===== src/rtl/mdio_pkg.sv =====
// rtl/mdio_pkg.sv - shared types and constants for the Clause 22 MDIO responder
package mdio_pkg;

    typedef enum logic [3:0] {
        S_IDLE,
        S_ST,
        S_OP,
        S_PHYAD,
        S_REGAD,
        S_TA,
        S_WDATA,
        S_RDATA,
        S_DRAIN
    } state_t;

    localparam logic [1:0]  OP_READ  = 2'b10;
    localparam logic [1:0]  OP_WRITE = 2'b01;

    localparam logic [15:0] REG0_RST = 16'h1140;
    localparam logic [15:0] REG1_RST = 16'h796D;

    // Running count of post-preamble bits consumed once the last bit of each field is sampled
    localparam logic [5:0]  BIT_OP_END    = 6'd4;
    localparam logic [5:0]  BIT_PHY_END   = 6'd9;
    localparam logic [5:0]  BIT_REG_END   = 6'd14;
    localparam logic [5:0]  BIT_TA1       = 6'd15;
    localparam logic [5:0]  BIT_FRAME_END = 6'd32;

endpackage


===== src/rtl/mdc_edge_detect.sv =====
// rtl/mdc_edge_detect.sv - MDC/MDIO synchronisers and registered MDC rise pulse
// o_mdio is aligned with o_rise: it is the MDIO level present at the same pin time as the MDC rise.
module mdc_edge_detect (
    input  logic i_clk,
    input  logic i_rst_n,
    input  logic i_mdc,
    input  logic i_mdio,
    output logic o_rise,
    output logic o_mdio
);

    logic r_mdc_s1;
    logic r_mdc_s2;
    logic r_mdc_s3;
    logic r_mdio_s1;
    logic r_mdio_s2;

    always_ff @(posedge i_clk or negedge i_rst_n) begin
        if (!i_rst_n) begin
            r_mdc_s1  <= 1'b0;
            r_mdc_s2  <= 1'b0;
            r_mdc_s3  <= 1'b0;
            r_mdio_s1 <= 1'b0;
            r_mdio_s2 <= 1'b0;
            o_rise    <= 1'b0;
            o_mdio    <= 1'b0;
        end else begin
            r_mdc_s1  <= i_mdc;
            r_mdc_s2  <= r_mdc_s1;
            r_mdc_s3  <= r_mdc_s2;
            r_mdio_s1 <= i_mdio;
            r_mdio_s2 <= r_mdio_s1;
            o_rise    <= r_mdc_s2 & ~r_mdc_s3;
            o_mdio    <= r_mdio_s2;
        end
    end

endmodule


===== src/rtl/mdio_responder.sv =====
// rtl/mdio_responder.sv - Clause 22 MDIO responder with a 32 x 16 register bank
// Optional MDIO_RESPONDER_PREAMBLE_SUPPRESS_EN: one 1 bit suffices as preamble after a completed frame.
module mdio_responder
    import mdio_pkg::*;
#(
    parameter logic [4:0]  PHY_ADDR     = 5'd1,
    parameter logic [15:0] PHY_ID1      = 16'h0141,
    parameter logic [15:0] PHY_ID2      = 16'h0CC2,
    parameter int          PREAMBLE_MIN = 32
) (
    input  logic        clock,
    input  logic        reset,
    input  logic        mdc,
    input  logic        mdio_i,
    output logic        mdio_o,
    output logic        mdio_oe,
    output logic        wr_valid,
    output logic [4:0]  wr_addr,
    output logic [15:0] wr_data,
    output logic        rd_valid
);

    localparam int PRE_W = $clog2(PREAMBLE_MIN + 1);
    localparam logic [PRE_W-1:0] PRE_MIN = PRE_W'(PREAMBLE_MIN);
`ifdef MDIO_RESPONDER_PREAMBLE_SUPPRESS_EN
    localparam logic [PRE_W-1:0] PRE_AFTER_FRAME = PRE_W'(PREAMBLE_MIN - 1);
`else
    localparam logic [PRE_W-1:0] PRE_AFTER_FRAME = '0;
`endif

    logic        w_rise;
    logic        w_bit;
    logic [5:0]  w_cnt_nxt;
    logic [1:0]  w_op_nxt;
    logic [4:0]  w_phy_nxt;
    logic [4:0]  w_reg_nxt;
    logic [15:0] w_sh_nxt;

    state_t           r_state;
    logic [PRE_W-1:0] r_pre;
    logic [5:0]       r_cnt;
    logic [1:0]       r_op;
    logic [4:0]       r_phy;
    logic [4:0]       r_reg;
    logic             r_ta1;
    logic [15:0]      r_sh;
    logic [15:0]      r_bank [0:31];

    mdc_edge_detect u_edge (
        .i_clk   (clock),
        .i_rst_n (reset),
        .i_mdc   (mdc),
        .i_mdio  (mdio_i),
        .o_rise  (w_rise),
        .o_mdio  (w_bit)
    );

    assign w_cnt_nxt = r_cnt + 6'd1;
    assign w_op_nxt  = {r_op[0], w_bit};
    assign w_phy_nxt = {r_phy[3:0], w_bit};
    assign w_reg_nxt = {r_reg[3:0], w_bit};
    assign w_sh_nxt  = {r_sh[14:0], w_bit};

    always_ff @(posedge clock or negedge reset) begin
        if (!reset) begin
            r_state  <= S_IDLE;
            r_pre    <= '0;
            r_cnt    <= '0;
            r_op     <= '0;
            r_phy    <= '0;
            r_reg    <= '0;
            r_ta1    <= 1'b0;
            r_sh     <= '0;
            mdio_o   <= 1'b0;
            mdio_oe  <= 1'b0;
            wr_valid <= 1'b0;
            wr_addr  <= '0;
            wr_data  <= '0;
            rd_valid <= 1'b0;
            for (int i = 0; i < 32; i++) r_bank[i] <= 16'h0000;
            r_bank[0] <= REG0_RST;
            r_bank[1] <= REG1_RST;
            r_bank[2] <= PHY_ID1;
            r_bank[3] <= PHY_ID2;
        end else begin
            wr_valid <= 1'b0;
            rd_valid <= 1'b0;
            // Reset bit of the control register reads back as 0 once the write has landed
            if (wr_valid && wr_addr == 5'd0) r_bank[0][15] <= 1'b0;
            if (w_rise) begin
                if (r_state != S_IDLE) r_cnt <= w_cnt_nxt;
                case (r_state)
                    S_IDLE: begin
                        if (w_bit) begin
                            if (r_pre < PRE_MIN) r_pre <= r_pre + PRE_W'(1);
                        end else if (r_pre >= PRE_MIN) begin
                            r_state <= S_ST;
                            r_cnt   <= 6'd1;
                        end else begin
                            r_pre <= '0;
                        end
                    end
                    S_ST: begin
                        if (w_bit) begin
                            r_state <= S_OP;
                        end else begin
                            r_state <= S_IDLE;
                            r_pre   <= '0;
                        end
                    end
                    S_OP: begin
                        r_op <= w_op_nxt;
                        if (w_cnt_nxt == BIT_OP_END)
                            r_state <= (w_op_nxt == OP_READ || w_op_nxt == OP_WRITE) ? S_PHYAD : S_DRAIN;
                    end
                    S_PHYAD: begin
                        r_phy <= w_phy_nxt;
                        if (w_cnt_nxt == BIT_PHY_END)
                            r_state <= (w_phy_nxt == PHY_ADDR) ? S_REGAD : S_DRAIN;
                    end
                    S_REGAD: begin
                        r_reg <= w_reg_nxt;
                        if (w_cnt_nxt == BIT_REG_END) r_state <= S_TA;
                    end
                    S_TA: begin
                        if (w_cnt_nxt == BIT_TA1) begin
                            r_ta1 <= w_bit;
                            if (r_op == OP_READ) begin
                                mdio_oe  <= 1'b1;
                                mdio_o   <= 1'b0;
                                rd_valid <= 1'b1;
                                r_sh     <= r_bank[r_reg];
                            end
                        end else if (r_op == OP_READ) begin
                            mdio_o  <= r_sh[15];
                            r_sh    <= {r_sh[14:0], 1'b0};
                            r_state <= S_RDATA;
                        end else begin
                            r_state <= (r_ta1 && !w_bit) ? S_WDATA : S_DRAIN;
                        end
                    end
                    S_RDATA: begin
                        if (w_cnt_nxt == BIT_FRAME_END) begin
                            mdio_oe <= 1'b0;
                            mdio_o  <= 1'b0;
                            r_state <= S_IDLE;
                            r_pre   <= PRE_AFTER_FRAME;
                        end else begin
                            mdio_o <= r_sh[15];
                            r_sh   <= {r_sh[14:0], 1'b0};
                        end
                    end
                    S_WDATA: begin
                        r_sh <= w_sh_nxt;
                        if (w_cnt_nxt == BIT_FRAME_END) begin
                            wr_valid <= 1'b1;
                            wr_addr  <= r_reg;
                            wr_data  <= w_sh_nxt;
                            if (r_reg != 5'd2 && r_reg != 5'd3) r_bank[r_reg] <= w_sh_nxt;
                            r_state  <= S_IDLE;
                            r_pre    <= PRE_AFTER_FRAME;
                        end
                    end
                    S_DRAIN: begin
                        if (w_cnt_nxt == BIT_FRAME_END) begin
                            r_state <= S_IDLE;
                            r_pre   <= PRE_AFTER_FRAME;
                        end
                    end
                    default: begin
                        r_state <= S_IDLE;
                        r_pre   <= '0;
                    end
                endcase
            end
        end
    end

endmodule


===== config.mk =====
export PLATFORM = sky130hd
export DESIGN_NAME = mdio_responder
export DESIGN_NICKNAME = d
export VERILOG_FILES = /design/src/rtl/mdio_pkg.sv /design/src/rtl/mdc_edge_detect.sv /design/src/rtl/mdio_responder.sv
export SDC_FILE = /design/constraint.sdc
export NUM_CORES = 1
export LEC_CHECK = 0
export BUFFER_PORTS_ARGS = -buffer_cell sky130_fd_sc_hd__buf_2
export CAP_MARGIN = 20
export CORE_MARGIN = 10
export CORE_UTILIZATION = 50
export CTS_CLUSTER_DIAMETER = 100
export DETAILED_ROUTE_END_ITERATION = 12
export GPL_ROUTABILITY_DRIVEN = 1
export GPL_TIMING_DRIVEN = 0
export PLACE_DENSITY = 0.65
export SLEW_MARGIN = 20
export SYNTH_ARGS = -nofsm -noshare
export SYNTH_HDL_FRONTEND = slang
export SYNTH_SLANG_ARGS = --single-unit

===== constraint.sdc =====
create_clock -name clock -period 3 [get_ports clock]
set_input_delay 0.15 -clock clock [delete_from_list [all_inputs] [get_ports clock]]
set_output_delay 0.15 -clock clock [all_outputs]
set_load 0.05 [all_outputs]

### After elaboration in Yosys (flattened, before gate mapping)

Index checks and enable logic that the tools add are counted.

| cells by class | value |
|---|---|
| shift-type cells | 0 |
| add/subtract/negate cells | 2 |
| order comparisons | 4 |
| div/mod/pow operators | 0 |
| eq/ne operators | 33 |
| $mul | 0 |
| muxes and demuxes | 55 |
| bitwise operators | 4 |
| reduce and logical (&&, ||, !) cells | 24 |

Operators by type and width:

| cell | count |
|---|---|
| 2-to-1 mux 512 bit | 4 |
| bitwise mux 512 bit | 1 |
| 2-to-1 mux 16 bit | 7 |
| binary-select mux 16 bit (select 5 bit) | 1 |
| demux 16 bit (select 5 bit) | 1 |
| 2-to-1 mux 6 bit | 9 |
| case mux 16 bit (3 select lines) | 1 |
| 2-to-1 mux 4 bit | 11 |
| case mux 4 bit (7 select lines) | 1 |
| case mux 6 bit (4 select lines) | 1 |
| != test 2 bit, second input constant | 11 |
| equality test 6 x 4 -> 1 bit, second input constant | 3 |
| equality test 4 x 3 -> 1 bit, second input constant | 4 |
| 2-to-1 mux 1 bit | 15 |
| adder 6 x 1 -> 6 bit, second input constant | 2 |
| >= comparator 6 bit, second input constant | 2 |
| != test 5 x 2 -> 1 bit, second input constant | 2 |
| AND reduction 3 bit | 3 |
| equality test 4 x 2 -> 1 bit, second input constant | 2 |
| AND reduction 4 bit | 2 |
| AND reduction 8 bit | 1 |
| equality test 6 x 3 -> 1 bit, second input constant | 1 |
| equality test 6 bit, second input constant | 1 |
| < comparator 6 x 1 -> 1 bit, second input constant | 1 |
| 27 further kinds | 35 |

| word-level totals | value |
|---|---|
| memories | 0 |
| bits in latches | 0 |
| logic and storage cells | 176 |
| input port bits | 4 |
| output and inout port bits | 25 |
| register bits | 588 |
| memory bits (writable) | 0 |
| memory bits (read-only) | 0 |

### Logic depth before layout (Yosys ltp)

Gate-level depths: netlist of the first run.

| depth | value |
|---|---|
| depth in word-level cells | 10 |
| gate-level depth with buffers | 11 |

### Modules after synthesis

From an unflattened synthesis of the first run, not the netlist that was laid out.

| second synthesis, totals | value |
|---|---|
| cells, all modules | 1791 |
| area, all modules | 27390.0 sq um |

By module, submodules not included:

| module | times used | sequential area each (sq um) | cells each | area each (sq um) |
|---|---|---|---|---|
| mdio_responder | 1 | 14565.2 | 1783 | 27201.1 |
| mdc_edge_detect | 1 | 175.2 | 8 | 188.9 |

### Worst setup path before layout of the first run

Ideal clock, no wire load.

| path | value |
|---|---|
| kind | reg2reg |
| from | reg r_cnt[1] |
| to | reg (tool-made name) |
| data required time | 2.875 ns |
| cell stages (with the launch flop) | 10 |
| library setup time | 0.125 ns |
| path buffers | 3 |
| data arrival time | 2.563 ns |
| clock period less this slack | 2.687 ns |
| setup slack | 0.313 ns |
| cell sequence | dfrtp_1 buf_2 nand3_2 or3_4 a2111oi_4 buf_6 nand3_4 nor4_4 buf_6 mux2_2 |

RTL lines:

| what | RTL line | RTL |
|---|---|---|
| from (decl) | mdio_responder.sv:41 | `logic [5:0] r_cnt;` |
| from (signal assigned) | mdio_responder.sv:91 | `if (r_state != S_IDLE) r_cnt <= w_cnt_nxt;` |

### Final worst setup path of the first run

| path | value |
|---|---|
| from | reg r_reg[4] |
| to | reg r_sh[2] |

| between the ends | value |
|---|---|
| cells in the longest elaborated chain, start to end | 7 |

Ends and longest elaborated chain:

| what | RTL line | RTL |
|---|---|---|
| from (decl) | mdio_responder.sv:44 | `logic [4:0] r_reg;` |
| from (signal assigned) | mdio_responder.sv:122 | `r_reg <= w_reg_nxt;` |
| NOT 5 -> 6 bit (implied by the code) | mdio_responder.sv:132 | `r_sh <= r_bank[r_reg];` |
| binary-select mux 16 bit (select 5 bit) | mdio_responder.sv:132 |  |
| 2-to-1 mux 16 bit (implied by the code) (2 in series) | mdio_responder.sv:132 |  |
| 2-to-1 mux 16 bit | mdio_responder.sv:128 | `if (r_op == OP_READ) begin` |
| 2-to-1 mux 16 bit | mdio_responder.sv:126 | `if (w_cnt_nxt == BIT_TA1) begin` |
| case mux 16 bit (3 select lines) | mdio_responder.sv:92 | `case (r_state)` |
| to (signal assigned) | mdio_responder.sv:132 |  |
| to (signal assigned) | mdio_responder.sv:136 | `r_sh <= {r_sh[14:0], 1'b0};` |
| to (signal assigned) | mdio_responder.sv:150 | `r_sh <= {r_sh[14:0], 1'b0};` |
| to (decl) | mdio_responder.sv:46 | `logic [15:0] r_sh;` |

Every way passes these cells. The select of a mux whose other input is x is not followed.
A chain may end at the register's enable or synchronous reset.

==> run summary, run 1 <==
### Pwr
- **power density over the cells** 514 nW/um2
- **Pleak** 14.5 nW
- **part of the total power dissipated in combinational logic** 1.4%
- **switching power** 3.39 mW
- **share of power burned in the clock network** 48.2%
- **worst supply voltage drop on vdd** 526 uV
- **cell internal pwr** 12.4 mW
- **part of the power in registers** 50.4%
- **switching fraction of total power** 21.5%
- **power after layout** 15.8 mW

### Global routing
- **number of antenna violations at the first check in global routing** 1
- **number of global-route vias before repair** 17591
- **total overflow reported by the global router** 0
- **first-pass GRT wire length** 120000 um
- **largest net degree at the start of global routing** 100
- **Tot GR Track Use** 25.8%

### Synth
- **combined area of all synthesized cells** 27000 um2
- **Yosys warning count** 0
- **Seq/Total Area, Yosys** 54.6%
- **proportion of synthesized flip-flops having asynchronous set or reset** 100%
- **post-synthesis share of cell area spent on xor and xnor gates** 0.0973%
- **combinational family with the most area after synthesis** multiplexers
- **synthesized instance count** 1831
- **multiplexer area fraction after synthesis** 33.1%
- **post-synthesis cell type count** 78
- **post-synthesis share of cell area spent on and, or, nand and nor gates** 4.61%
- **nets in the synthesized netlist** 1842
- **area share of fa/ha/maj cells after synthesis** 0.324%
- **average cell area after synthesis** 14.8 um2
- **most instantiated flip-flop cell in the synthesis netlist** sky130_fd_sc_hd__dfrtp_1
- **number of enable-type register cells in the synthesized netlist** 0
- **post-synthesis register bit count** 588
- **fraction of the mapped netlist area in compound gates** 3.89%

### Routing
- **antenna-violating nets left** 0
- **router iterations before antenna repair** 6
- **detailed-route via count** 16941
- **post-detailed-route via-to-cell ratio** 6.28
- **DR WL/cell** 30.0 um
- **Iter 0 DRT Violations** 1622
- **Total Wirelength** 80900 um
- **drt drc** 0

### Cells and area
- **antenna fix cells** 0
- **Area Growth Syn to Fin** 13.7%
- **final net count** 1959
- **final std cells w/o fill** 2696
- **fraction of layout cells with a size suffix above 1** 45.8%
- **post-route cell area** 30700 um2

### Flow run
- **Maximum Capacitance Violations** 0

### Outcome
- **failing checks** setup timing
- **outcome** finished with violations

### CTS
- **clock-pin slew on the worst setup and hold paths** 60 ps
- **Max clock buf depth** 3
- **number of H-tree branching levels** 2
- **clock sink total** 588
- **clock tree from TritonCTS** built
- **later-pin clock latency in the skew report** 660 ps
- **clock buffers created by TritonCTS** 61
- **Clk Tree Root Cell** sky130_fd_sc_hd__clkbuf_16

### STA
- **headroom to the max-slew limit** 28.1%
- **transition time at the pin with the least slew margin** 1080 ps
- **Final Cycle Share** 100%
- **minimum period implied by the final worst setup slack** 3000 ps
- **final count of pins violating max slew** 0
- **min setup slack post-route** -0.435 ps
- **achievable clock frequency** 333 MHz
- **Worst Skew** 30.7 ps
- **hold violation total from the final report** 0
- **final count of negative-setup-slack endpoints** 1
- **Total Negative Setup Slacks** -0.435 ps

### Die
- **FP Rows** 85
- **Die Ht** 252 um
- **placeable core region** 53700 um2
- **starting density of the core** 50.3%
- **DIE WIDTH** 252 um
- **Die Footprint** 63700 um2
- **num ports** 29

### Worst setup path
- **element type at the critical path start** flip-flop
- **Crit Path Max Fanout** 10
- **critical path endpoint category** flip-flop
- **start-to-end type of the worst setup path** flip-flop to flip-flop
- **slack of the worst reg-to-reg path** -0.4 ps
- **required time reported for the critical path endpoint** 3490 ps
- **CP arrival** 3490 ps

### Placement
- **number of port buffers** 28
- **final weighted congestion in routability-driven placement** 0.964
- **post-detailed-placement cell area** 28200 um2
- **worst setup slack after placement** -941 ps
- **number of cells after detailed placement** 2563
- **DPL Wire Length** 55300 um

### Worst hold path
- **Hold Path Class** input port to async pin

## per-stage QoR
step | utilization, % | hold WS [ps]
after floorplan | - | -146
after global placement | 52.2 | 258
after detailed placement | 52.6 | 30.4
after CTS | 57.0 | 76.3
after global routing | 57.2 | 103
final | 57.2 | 90.5
## final timing paths
path / start / end / cells past startpoint
setup / recovery: r_reg[4] / r_sh[2] / 8
hold / removal: reset / r_cnt[0] / 3
setup reg to reg: r_reg[4] / r_sh[2] / 8
hold reg to reg: u_edge.r_mdc_s1 / u_edge.r_mdc_s2 / 0
max in group asynchronous: reset / async pin / 5
min in group clock: mdc / u_edge.r_mdc_s1 / 2
## repair_timing
action                                  4_1_cts  5_1_grt
endpoints found under the hold margin       196        0
hold buffers                                  4        0
pin swaps                                    12        1
endpoints found under the setup margin      425      289
resized for setup                            60       36
gates cloned                                  1        0
buffers inserted                             16        2
## power by group through the flow
stage                     Sequential, mW  Clock (mW)  Combinational, mW
after CTS                           7.95        7.74              0.235
after global placement              8.10           0              0.191
after floorplan                     8.09           0             0.0244
final                               7.95        7.61              0.223
after detailed placement            8.09           0              0.227
after global routing                7.95        8.06              0.259
## metal layers
metal  part of all wire [%]  global-route usage [%]
met5                      0                       0
met4                    5.0                    12.0
met1                     40                    33.2
met3                    7.1                    5.27
met2                     47                    41.3
## logic make-up after synthesis
logic type               Yosys count
XOR/XNOR                           3
adder cells (fa/ha/maj)            7
AND/OR/NAND/NOR                  209
buffers and inverters            196
flip-flops                       588
multiplexers                     673
AO/OA/AOI/OAI                    155
## critical path: stages (launching register included)
cell and delay [ps]:
sky130_fd_sc_hd__dfrtp_1 360, sky130_fd_sc_hd__clkbuf_1 240, sky130_fd_sc_hd__inv_1 240, sky130_fd_sc_hd__clkbuf_1 800
sky130_fd_sc_hd__nor2_4 280, sky130_fd_sc_hd__a22oi_1 360, sky130_fd_sc_hd__a32oi_1 150, sky130_fd_sc_hd__a211oi_1 290
sky130_fd_sc_hd__o31ai_1 110
## cells in the mapped netlist (all sizes together) (20+ instances only)
| master | n | area, um2 |
|---|---|---|
| nand2 | 75 | 357 |
| o21ai | 42 | 210 |
| mux2i | 35 | 350 |
| a22oi | 28 | 210 |
| a21oi | 20 | 100 |
| buf | 62 | 427 |
| mux4 | 118 | 2660 |
| clkbuf | 123 | 462 |
| nor2 | 42 | 183 |
| dfstp | 21 | 552 |
| mux2 | 520 | 5930 |
| dfrtp | 567 | 14200 |
## cell type report
cell class	instances	area, um2
Fill cell	4236	23000
Clock buffer	106	1890
Multi-Input combinational cell	1047	11500
Buffer	180	1030
Clock inverter	9	124
Tap cell	696	871
Sequential cell	588	14700
Inverter	11	41.3
Timing Repair Buffer	59	547
## placed cells by master (no fill, tap or decap), drive strengths merged, types with 3 or more instances in the layout
cell type,synthesis,final
clkbuf,123,229
and2,3,3
mux2i,35,35
a31oi,6,6
dlygate4sd3,0,3
dfstp,21,21
and3,5,5
a221oi,3,3
dfrtp,567,567
o2bb2ai,4,4
nor3,15,15
a21oi,20,20
o31ai,11,11
ha,7,7
nand2b,8,8
a22o,4,4
nand4,4,4
nand2,75,75
o22ai,9,9
nor2,42,42
and3b,4,4
buf,62,112
mux2,520,520
nor3b,3,3
a211oi,4,4
a22oi,28,28
nand3,19,19
mux4,118,118
nor2b,10,10
nor4,3,3
nand3b,7,7
clkinv,1,6
inv,10,11
o21ai,42,42
No activity file was read; power rests on OpenSTA's default activity.
==> run 2: changes to the inputs <==
ABC_AREA = 1   (was not set)
==> run 2 against run 1 <==
  * The run now ends clean
  * Critical path depth up 4
  * Register-to-register slack about the same
  * Clock skew down 6.9 ps
  * Synthesized cell count up 73%
  * Hold slack worse by 16 ps
  * Largest cell class unchanged
  * Critical endpoint is now r_sh[3]
  * Non-clock buffer count up 77
  * Utilization down 0.26 points
  * Die area up 0.26%
  * Largest power group is now the clock network
  * Global-route usage up 8.8 points
==> run summary, run 2 <==
### Synth
- **top cells by area in the synthesized netlist** sky130_fd_sc_hd__dfrtp_1 52%, sky130_fd_sc_hd__nand2_1 16%, sky130_fd_sc_hd__o21ai_1 8.1%
- **Seq/Total Area, Yosys** 54.4%, -0.15 points
- **most instantiated flip-flop cell in the synthesis netlist** sky130_fd_sc_hd__dfrtp_1
- **area share of the largest cell type after synthesis** 52.4%, -0.15 points
- **cell type with the highest aggregate area in the netlist** sky130_fd_sc_hd__dfrtp_1
- **Yosys warning count** 0, unchanged
- **post-synthesis register bit count** 588, unchanged
- **most instantiated library cell after synthesis** sky130_fd_sc_hd__nand2_1
- **post-synthesis cell type count** 37, -53%
- **average cell area after synthesis** 8.58 um2, -42%
- **synthesized instance count** 3159, +73%
- **combined area of all synthesized cells** 27100 um2, +0.28%
- **proportion of synthesized flip-flops having asynchronous set or reset** 100%, unchanged
- **nets in the synthesized netlist** 3170, +72%
- **cell types with the highest counts after synthesis** 1185 x sky130_fd_sc_hd__nand2_1, 567 x sky130_fd_sc_hd__dfrtp_1, 436 x sky130_fd_sc_hd__o21ai_1
- **number of enable-type register cells in the synthesized netlist** 0, unchanged

### Cells and area
- **fraction of the core area covered by cells at the end of the flow** 56.9%, -0.26 points
- **Area Growth Syn to Fin** 12.8%
- **final net count** 3273, +67%
- **most frequent cells in the layout** 1183 x sky130_fd_sc_hd__nand2_1, 567 x sky130_fd_sc_hd__dfrtp_1, 436 x sky130_fd_sc_hd__o21ai_1
- **commonest non-fill, non-tap cell in the layout** sky130_fd_sc_hd__nand2_1
- **Layout fillers** 4861, +15%
- **fraction of layout cells with a size suffix above 1** 12.4%, -33 points
- **final std cells w/o fill** 4011, +49%
- **post-route cell area** 30600 um2, -0.46%

### Global routing
- **number of global-route vias before repair** 23564, +34%
- **Tot GR Track Use** 34.6%, +8.8 points
- **number of antenna violations at the first check in global routing** 2, +1
- **total overflow reported by the global router** 0, unchanged
- **first-pass GRT wire length** 160000 um, +33%
- **largest net degree at the start of global routing** 100, unchanged

### CTS
- **Clk Tree Root Cell** sky130_fd_sc_hd__clkbuf_16
- **later-pin clock latency in the skew report** 670 ps, about the same
- **number of H-tree branching levels** 2, unchanged
- **number of buffers inserted to repair setup after CTS** 0, -16
- **clock tree from TritonCTS** built
- **clock sink total** 588, unchanged
- **Max clock buf depth** 3, unchanged
- **clock-pin slew on the worst setup and hold paths** 70 ps, about the same
- **clock buffers created by TritonCTS** 61, unchanged

### STA
- **final count of pins violating max slew** 0, unchanged
- **final count of negative-setup-slack endpoints** 0, -1
- **headroom to the max-slew limit** 11.3%, -17 points
- **transition time at the pin with the least slew margin** 1330 ps, +251 ps
- **setup repair after global routing missed its margin** false
- **Final Cycle Share** 99.9%, about the same
- **Worst Skew** 23.7 ps, -6.95 ps
- **minimum period implied by the final worst setup slack** 3000 ps, -2.77 ps
- **achievable clock frequency** 334 MHz, about the same
- **hold violation total from the final report** 0, unchanged
- **Total Negative Setup Slacks** 0 ps, +0.435 ps

### Routing
- **drt drc** 0, unchanged
- **Total Wirelength** 110000 um, +36%
- **antenna-violating nets left** 0, unchanged
- **router iterations before antenna repair** 8, +2
- **detailed-route via count** 24511, +45%
- **Iter 0 DRT Violations** 3448, +110%
- **DR WL/cell** 27.5 um, -8.3%
- **post-detailed-route via-to-cell ratio** 6.11, -2.8%

### Placement
- **number of port buffers** 28, unchanged
- **final weighted congestion in routability-driven placement** 1.02, +5.6%
- **number of cells after detailed placement** 3890, +52%
- **DPL Wire Length** 74100 um, +34%
- **post-detailed-placement cell area** 28300 um2, +0.20%

### Worst setup path
- **CP arrival** 3610 ps, +120 ps
- **CP Cell Sequence** buf_2 -> nor2_1 -> buf_2 -> clkbuf_1 -> nand2_1 -> nand4_1 -> nand2_1 -> nand2_1 -> nor2_1 -> nand3_1 -> nand2_1 -> nand2_1
- **critical path endpoint category** flip-flop
- **start-to-end type of the worst setup path** flip-flop to flip-flop
- **element type at the critical path start** flip-flop
- **Worst path most repeated cell** sky130_fd_sc_hd__nand2_1
- **required time reported for the critical path endpoint** 3610 ps, +120 ps
- **Crit Path Max Fanout** 10, unchanged
- **maximum cell stage delay along the critical path** 980 ps, +180 ps
- **slowest CP cell** sky130_fd_sc_hd__clkbuf_1

### Outcome
- **outcome** complete, no violations

### Die
- **starting density of the core** 50.4%, +0.14 points
- **placeable core region** 53700 um2, unchanged
- **Die Ht** 253 um, +0.13%
- **DIE WIDTH** 253 um, +0.13%
- **Die Footprint** 63900 um2, +0.26%
- **num ports** 29, unchanged
- **FP Rows** 85, unchanged

### Pwr
- **Pleak** 13.4 nW, -7.5%
- **power density over the cells** 541 nW/um2, +5.2%
- **worst supply voltage drop on vdd** 432 uV, -18%

### Flow run
- **Maximum Capacitance Violations** 0, unchanged

### Worst hold path
- **Hold Path Class** input port to async pin

## run 2: cell count changes after synthesis, sizes merged, moves of 98 or more
| cell | previous run | this run |
|---|---|---|
| nand3 | 19 | 164 |
| nand4 | 4 | 158 |
| nand2 | 75 | 1188 |
| nor2 | 42 | 140 |
| mux4 | 118 | 0 |
| mux2 | 520 | 0 |
| o21ai | 42 | 529 |
## run 2: path summary, 6_finish.rpt
| path | start | end | slack, ps | cells past startpoint |
|---|---|---|---|---|
| worst max register to register | r_reg[1] | r_sh[3] | 2 | 12 |
| worst min-delay path | reset | async pin | 70 | 2 |
| worst max-delay path | r_reg[1] | r_sh[3] | 2 | 12 |
| worst min register to register | u_edge.r_mdio_s2 | u_edge.o_mdio | 350 | 0 |
| min in group clock | mdc | u_edge.r_mdc_s1 | 130 | 2 |
| max in group asynchronous | reset | async pin | 1240 | 5 |
## run 2: layout make-up
class,count,area (um2),area share (%)
sequential,588,14700,48.2
multi-input combinational,2227,10500,34.4
clock buffer,96,1860,6.09
buffer,276,1630,5.32
tap,696,871,2.85
timing repair buffer,40,383,1.25
clock inverter,18,322,1.05
inverter,68,255,0.835
antenna,2,5.00,0.0164
## run 2: timing repair
action | in CTS | in global routing
setup endpoints to repair | 15 | 14
gates cloned | 0 | 0
hold buffers | 3 | 0
hold endpoints to repair | 78 | 0
gates resized for setup | 5 | 14
## run 2: report_power, final
part / internal [mW] / total (mW) / switching [mW]
combinational: 0.0380 / 0.229 / 0.191
sequential: 7.94 / 7.95 / 0.0106
clock: 5.00 / 8.35 / 3.35
total: 13.0 / 16.5 / 3.55
## run 2: through the flow
step / worst slack [ps] / hold slack [ps] / total power [mW]
floorplan: 972 / -146 / 8.12
global placement: -10230 / 260 / 8.30
detailed placement: -292 / 165 / 8.33
CTS: 18.8 / 94.9 / 16.5
global route: 8.95 / 111 / 16.9
finish: 2.33 / 74.4 / 16.5
## run 2: kinds of logic (layout without fill, tap and decap cells)
| family | count (synthesis) | in the layout | synth area share (%) |
|---|---|---|---|
| adder cells (fa/ha/maj) | 7 | 7 | 0.323 |
| flip-flops | 588 | 588 | 54.4 |
| AND/OR/NAND/NOR | 1663 | 1663 | 27.4 |
| AO/OA/AOI/OAI | 553 | 553 | 10.9 |
| other | 0 | 2 | 0 |
| XOR/XNOR | 4 | 4 | 0.129 |
| buffers and inverters | 344 | 498 | 6.87 |
## run 2: metal layers
layer  vias to the layer above  GRT usage [%]  wire length, um
met4                         2           22.9             8060
li1                      10583              -                -
met5                         -              0               15
met1                     12065           44.2            43100
met3                       376           11.4            12900
met2                      1485           49.4            46300
## run 2: worst max-delay path, delay by kind of cell, from the launching register on
kind	cells	cell delay (ps)
buffers and inverters	3	1420
flip-flops	1	390
AND/OR/NAND/NOR	9	1120
